==> src/rtl/dmem_arbiter.sv <==
// dmem_arbiter: shares one data_mem between port 0 (core LSU) and port 1 (loader/DMA), one access at a time.
// Latency gnt->rsp_valid: 4 cycles nominal, 1 for out-of-range, TIMEOUT+2 on a memory timeout.
// Backpressure: req is a held level; gnt fires only in IDLE, so a busy arbiter just withholds gnt.
module dmem_arbiter #(
   parameter int ADDRW   = 10,
   parameter int TIMEOUT = 15
) (
   input  logic        clk,
   input  logic        rst,
   input  logic [1:0]  req,
   input  logic [1:0]  req_we,
   input  logic [31:0] req_addr0,
   input  logic [31:0] req_addr1,
   input  logic [31:0] req_wdata0,
   input  logic [31:0] req_wdata1,
   output logic [1:0]  gnt,
   output logic [1:0]  rsp_valid,
   output logic [31:0] rsp_rdata,
   output logic        rsp_err,
   output logic        mem_re,
   output logic        mem_we,
   output logic [31:0] mem_addr,
   output logic [31:0] mem_din,
   input  logic [31:0] mem_dout,
   input  logic        mem_valid
);
   localparam int CNTW = $clog2(TIMEOUT + 1);

   typedef enum logic [1:0] { IDLE, ISSUE, WAIT, RESP } state_t;

   typedef struct packed {
      logic        we;
      logic [31:0] addr;
      logic [31:0] wdata;
   } acc_t;

   state_t          state;
   logic            last;
   logic            owner;
   logic            we_l;
   logic [CNTW-1:0] wait_cnt;
   logic            sel;
   acc_t            sel_acc;
   logic            sel_ok;
   logic [1:0]      owner_oh;

   // Round-robin pick: on contention the port that was not granted last wins.
   always_comb begin
      sel = 1'b0;
      if (req == 2'b11)
         sel = ~last;
      else if (req[1])
         sel = 1'b1;

      sel_acc = '0;
      if (sel) begin
         sel_acc.we    = req_we[1];
         sel_acc.addr  = req_addr1;
         sel_acc.wdata = req_wdata1;
      end else begin
         sel_acc.we    = req_we[0];
         sel_acc.addr  = req_addr0;
         sel_acc.wdata = req_wdata0;
      end

      sel_ok = (sel_acc.addr >> ADDRW) == 32'd0;

      gnt = 2'b00;
      if (state == IDLE && !rst && req != 2'b00)
         gnt = sel ? 2'b10 : 2'b01;
   end

   assign owner_oh = owner ? 2'b10 : 2'b01;

   always_ff @(posedge clk) begin
      if (rst) begin
         state     <= IDLE;
         last      <= 1'b1;
         owner     <= 1'b0;
         we_l      <= 1'b0;
         wait_cnt  <= '0;
         rsp_valid <= 2'b00;
         rsp_rdata <= 32'd0;
         rsp_err   <= 1'b0;
         mem_re    <= 1'b0;
         mem_we    <= 1'b0;
         mem_addr  <= 32'd0;
         mem_din   <= 32'd0;
      end else begin
         mem_re    <= 1'b0;
         mem_we    <= 1'b0;
         rsp_valid <= 2'b00;
         case (state)
            IDLE: begin
               if (req != 2'b00) begin
                  owner    <= sel;
                  last     <= sel;
                  we_l     <= sel_acc.we;
                  mem_addr <= sel_acc.addr;
                  mem_din  <= sel_acc.wdata;
                  if (sel_ok) begin
                     state  <= ISSUE;
                     mem_re <= ~sel_acc.we;
                     mem_we <= sel_acc.we;
                  end else begin
                     // Out-of-range never reaches data_mem; answer straight away.
                     state     <= RESP;
                     rsp_valid <= sel ? 2'b10 : 2'b01;
                     rsp_rdata <= 32'd0;
                     rsp_err   <= 1'b1;
                  end
               end
            end
            ISSUE: begin
               wait_cnt <= '0;
               state    <= WAIT;
            end
            WAIT: begin
               if (mem_valid) begin
                  state     <= RESP;
                  rsp_valid <= owner_oh;
                  rsp_rdata <= we_l ? 32'd0 : mem_dout;
                  rsp_err   <= 1'b0;
               end else if (wait_cnt == CNTW'(TIMEOUT - 1)) begin
                  state     <= RESP;
                  rsp_valid <= owner_oh;
                  rsp_rdata <= 32'd0;
                  rsp_err   <= 1'b1;
               end else begin
                  wait_cnt <= wait_cnt + CNTW'(1);
               end
            end
            RESP: begin
               rsp_rdata <= 32'd0;
               rsp_err   <= 1'b0;
               state     <= IDLE;
            end
            default: state <= IDLE;
         endcase
      end
   end
endmodule

==> config.mk <==
export PLATFORM = sky130hd
export DESIGN_NAME = dmem_arbiter
export DESIGN_NICKNAME = d
export VERILOG_FILES = /design/src/rtl/dmem_arbiter.sv
export SDC_FILE = /design/constraint.sdc
export NUM_CORES = 1
export LEC_CHECK = 0
export ABC_AREA = 0
export CAP_MARGIN = 20
export CORE_AREA = 2 2 128 105
export CTS_CLUSTER_DIAMETER = 150
export DETAILED_ROUTE_END_ITERATION = 12
export DIE_AREA = 0 0 130 107
export HOLD_SLACK_MARGIN = 0.08
export PLACE_DENSITY = 0.79
export SETUP_SLACK_MARGIN = 0.02
export SLEW_MARGIN = 20
export SYNTH_ARGS = -nofsm -noshare
export SYNTH_HDL_FRONTEND = slang
export SYNTH_SLANG_ARGS = --single-unit
==> constraint.sdc <==
create_clock -name clk -period 2.7 [get_ports clk]
set_clock_uncertainty 0.1 [all_clocks]
set_input_delay 0.54 -clock clk [delete_from_list [all_inputs] [get_ports clk]]
set_output_delay 0.54 -clock clk [all_outputs]
set_load 0.05 [all_outputs]
Word level (Yosys, flattened, before mapping)
Cells that the tools add are included.
- word-level logic and storage cells: 71
- output and inout bits: 103
- flip-flop bits (word level): 110
- input port bits: 167
- muxes and demuxes: 30
- bitwise logic cells: 5
- equal/unequal tests: 10
- reduce and logical (&&, ||, !) cells: 13
- add/subtract/negate cells: 1
- operators with widths (cell ; number):
    2-to-1 mux 32 bit ; 5
    one-hot mux 32 bit (3 select lines) ; 1
    2-to-1 mux 65 bit ; 1
    zero test 32 bit ; 1
    2-to-1 mux 2 bit ; 11
    2-to-1 mux 4 bit ; 2
    one-hot mux 2 bit (4 select lines) ; 1
    one-hot mux 4 bit (2 select lines) ; 1
    equality test 2 bit (second input constant) ; 3
    2-to-1 mux 1 bit ; 6
    inequality test 2 bit (second input constant) ; 3
    NOT 1 bit ; 5
    adder 4 x 1 -> 4 bit (second input constant) ; 1
    equality test 4 bit (second input constant) ; 1
    one-hot mux 2 bit (2 select lines) ; 1
    AND reduction 2 bit ; 2
    AND reduction 4 bit ; 1
    nonzero test 2 bit ; 2
    OR reduction 4 bit ; 1
    inequality test 3 bit (second input constant) ; 1
    one-hot mux 1 bit (3 select lines) ; 1
    AND reduction 3 bit ; 1
    nonzero test 3 bit ; 1
    equality test 2 x 1 -> 1 bit (second input constant) ; 1
    other kinds (4) ; 5

Logic depth before layout (Yosys ltp)
- word-level depth: 7
- gate-level depth with buffers: 10
- gate-level depth less buffers: 7

Least setup slack after synthesis
OpenSTA, ideal clock, no wires.
- path type: input to output
- start: input req[1]
- end: output gnt[0]
- data arrival time: 1838 ps
- buffers on the path: 2
- data required time: 2060 ps
- path slack: 222 ps
- cell stages on the path: 4
- path through: a21boi_2 buf_4 nor3_2 clkbuf_1
- cells in the longest elaborated chain, start to end: 4
- elaborated cells between the ends (all ways): 7
- those cells by class: 1 x eq/ne; 4 x mux; 2 x reduce/logical
- RTL lines (what ; RTL line ; source):
    from (decl) ; 10 ; input logic [1:0] req,
    equality test 2 bit / 2-to-1 mux 1 bit (equally long branches) ; 50, 52 ;
    2-to-1 mux 1 bit ; 50 ; if (req == 2'b11)
    2-to-1 mux 2 bit ; 70 ; gnt = sel ? 2'b10 : 2'b01;
    2-to-1 mux 2 bit * ; 69 ; if (state == IDLE && !rst && req != 2'b00)
    to (decl) ; 16 ; output logic [1:0] gnt,
Mark *: on every way between the ends. The rest lies on a longest branch, timed or not.

Worst setup path in the final report
- start: input req[1]
- end: output gnt[1]
Same word-level chain as after synthesis.

==> impl_metrics.json <==
{
  "post_cts_resized": 0,
  "dpl.hpwl_um": 11300,
  "cts_root_buf": "clkbuf_16",
  "wl_um": 14900,
  "finalCriticalPeriod_ps": 2510,
  "vias": 4700,
  "rows": 37,
  "gp_congestion": 0.822,
  "stdcell_area_mm2": 0.00787,
  "finalSetupViolCount": 0,
  "slew_viol_final": 0,
  "io_pins": 270,
  "postRouteAntennaNets": 0,
  "synth.area.mux_share": 0.119,
  "utilization": 0.623,
  "drive_gt1_frac": 0.0636,
  "synth_xor_area_frac": 0.00373,
  "worst_slew_margin_rel": 0.521,
  "clk_path_buf_depth": 2,
  "fin_setup_tns_ps": 0,
  "cts_made_buffers": 9,
  "synthCells": 505,
  "yosysUniqueCellTypes": 39,
  "timing.rr.end": "rsp_rdata[8]",
  "rsz0062_at_grt": "no",
  "drcViolationCount": 0,
  "worstMarginPinSlew_ps": 717,
  "cts_tree": "yes",
  "diodes": 0,
  "grt_usage": 0.206,
  "core_area_mm2": 0.0126,
  "grt_first_pass_wirelength_um": 22900,
  "fin_ws_ps": 195,
  "clk_latency_ps": 340,
  "drt_pass1_iterations": 4,
  "fin_crit_sh": 0.928,
  "initial_core_util": 0.372,
  "dp_slack_ps": -15.9,
  "rrSetupSlack_ps": 560,
  "hold_ws_ps": 373,
  "grt_start_max_net_pins": 47,
  "syn-cell-area_mm2": 0.00470,
  "min_from": "rsp_rdata[16]",
  "h-tree-depth": 3,
  "crit_path_end_kind": "primary output",
  "synth.largest_area_cell": "dfxtp_1",
  "synth_nets": 678,
  "status": "completed",
  "overflow": 0,
  "avgSynthCellArea_um2": 9.31,
  "synth.top_cell.area_share": 0.468,
  "worstPathRequired_ps": 2060,
  "regToRegStartpoint": "state[0]",
  "yosysSeqAreaShare": 0.468,
  "cap_violations": 0,
  "hold_class": "reg2reg",
  "synth_compound_area_frac": 0.145,
  "fp.dieW_um": 130,
  "cts.clk_slew.worst_paths_ps": 70,
  "yosysWarnings": 0,
  "arrival_ps": 1870,
  "nets": 938,
  "synth_top_family_by_area": "simple AND/OR/NAND/NOR gates",
  "cts_sinks": 110,
  "port_buffers": 269,
  "post-cts-setup-buffers": 0,
  "synthAdderAreaFrac": 0.0160,
  "min_to": "rsp_rdata[16]",
  "peakVddDrop_mv": 0.504,
  "place_area_mm2": 0.00760,
  "setup.worst_path.class": "in2out",
  "critPathMaxFanout": 3,
  "hold_violations": 0,
  "min_path_cells": 2,
  "final_cell_mix": "clkdlybuf4s50_1, dfxtp_1, nand2_1",
  "area_delta_synth_final_pct": 67.4,
  "drt-vias-per-instance": 4.97,
  "die-area_mm2": 0.0139,
  "synth_area_leaders": "dfxtp_1, mux2i_1, nand2_1",
  "synth_simple_gate_area_share": 0.200,
  "crit_path_start_kind": "primary input",
  "drtIter0Drc": 298,
  "synth_seq_cells": 110,
  "grt_pass1_vias": 4728,
  "wl_per_cell_um": 15.8,
  "synthArstFlopShare": 0,
  "pwr_density_cell_mw_per_mm2": 875,
  "synth_flop_cell": "dfxtp_1",
  "mostFrequentLayoutCell": "clkdlybuf4s50_1",
  "fmax_ghz": 0.399,
  "total_leakage_power_nw": 3.06,
  "holdBufCountCts": 0,
  "die_h_um": 107,
  "antenna_found_initial": 0,
  "r2r_cells": 7,
  "synth_edf_count": 0
}
==> state kept, by name, summed over array words and instances (netlist names), 2 cells and up <==
| name | count |
|---|---|
| mem_addr | 32 |
| mem_din | 32 |
| rsp_valid | 2 |
| rsp_rdata | 32 |
| state | 2 |
| wait_cnt | 4 |
==> Yosys cell counts (2+ instances only) <==
cell,count
nor3_1,4
buf_1,3
buf_4,3
ha_1,6
nor3_2,2
or2_2,2
xor2_1,2
nand4_1,2
clkbuf_1,20
nor2_1,51
buf_2,8
nand2_1,91
a222oi_1,17
nor4_1,11
nor2b_1,2
inv_1,5
a22oi_1,25
a21oi_1,6
nand3_1,4
a211oi_1,23
mux2i_1,56
nand2b_1,33
buf_8,3
dfxtp_1,110
a31oi_1,2
==> kinds of logic after synthesis <==
group           count (synthesis)
compound gates                 83
xor+xnor                        2
fa+ha+maj                       6
buf+inv                        43
flops                         110
mux                            56
simple gates                  205
==> metal layers <==
metal  up-vias  GRT usage  wire length (um)
li1       2313          -                 -
met1      2195      0.241              6180
met2       178      0.362              7410
met3        14     0.0704              1180
met4         0     0.0499               158
met5         -          0                 0
==> area by class of cell <==
| type | count | area (um^2) |
|---|---|---|
| clock buffer | 11 | 233 |
| clock inverter | 5 | 35.0 |
| fill | 1077 | 4770 |
| inverter | 5 | 18.8 |
| multi-input combinational | 352 | 2310 |
| sequential | 110 | 2200 |
| tap | 175 | 219 |
| timing repair buffer | 287 | 2860 |
==> per-stage QoR <==
| stage | power [mW] | instances |
|---|---|---|
| 2_1_floorplan | 4.51 | 505 |
| 3_3_place_gp | 5.62 | 929 |
| 3_5_place_dp | 5.70 | 929 |
| 4_1_cts | 6.94 | 945 |
| 5_1_grt | 7.23 | 945 |
| 6_report | 6.88 | 945 |
==> power by group <==
| part | internal, mW | switching, mW |
|---|---|---|
| clock network | 0.630 | 0.592 |
| logic | 1.33 | 2.16 |
| registers | 1.98 | 0.193 |
| total | 3.93 | 2.95 |
==> critical path: stages <==
cell and delay (ps):
clkdlybuf4s50_1 470, a21boi_4 180, and2_1 220, nor2b_2 280, buf_12 170
==> how the worst max path moves through the flow <==
stage / startpoint / to / slack [ps] / cells after the start
floorplan: req[1] / gnt[0] / 220 / 4
global route: req[1] / gnt[1] / 100 / 5
detailed placement: req[0] / mem_addr[8] / -20 / 6
CTS: req[1] / gnt[1] / 160 / 5
finish: req[1] / gnt[1] / 190 / 5
global placement: req_addr1[15] / rsp_rdata[3] / 30 / 8
Note: power is estimated with default switching activity, not from simulation.
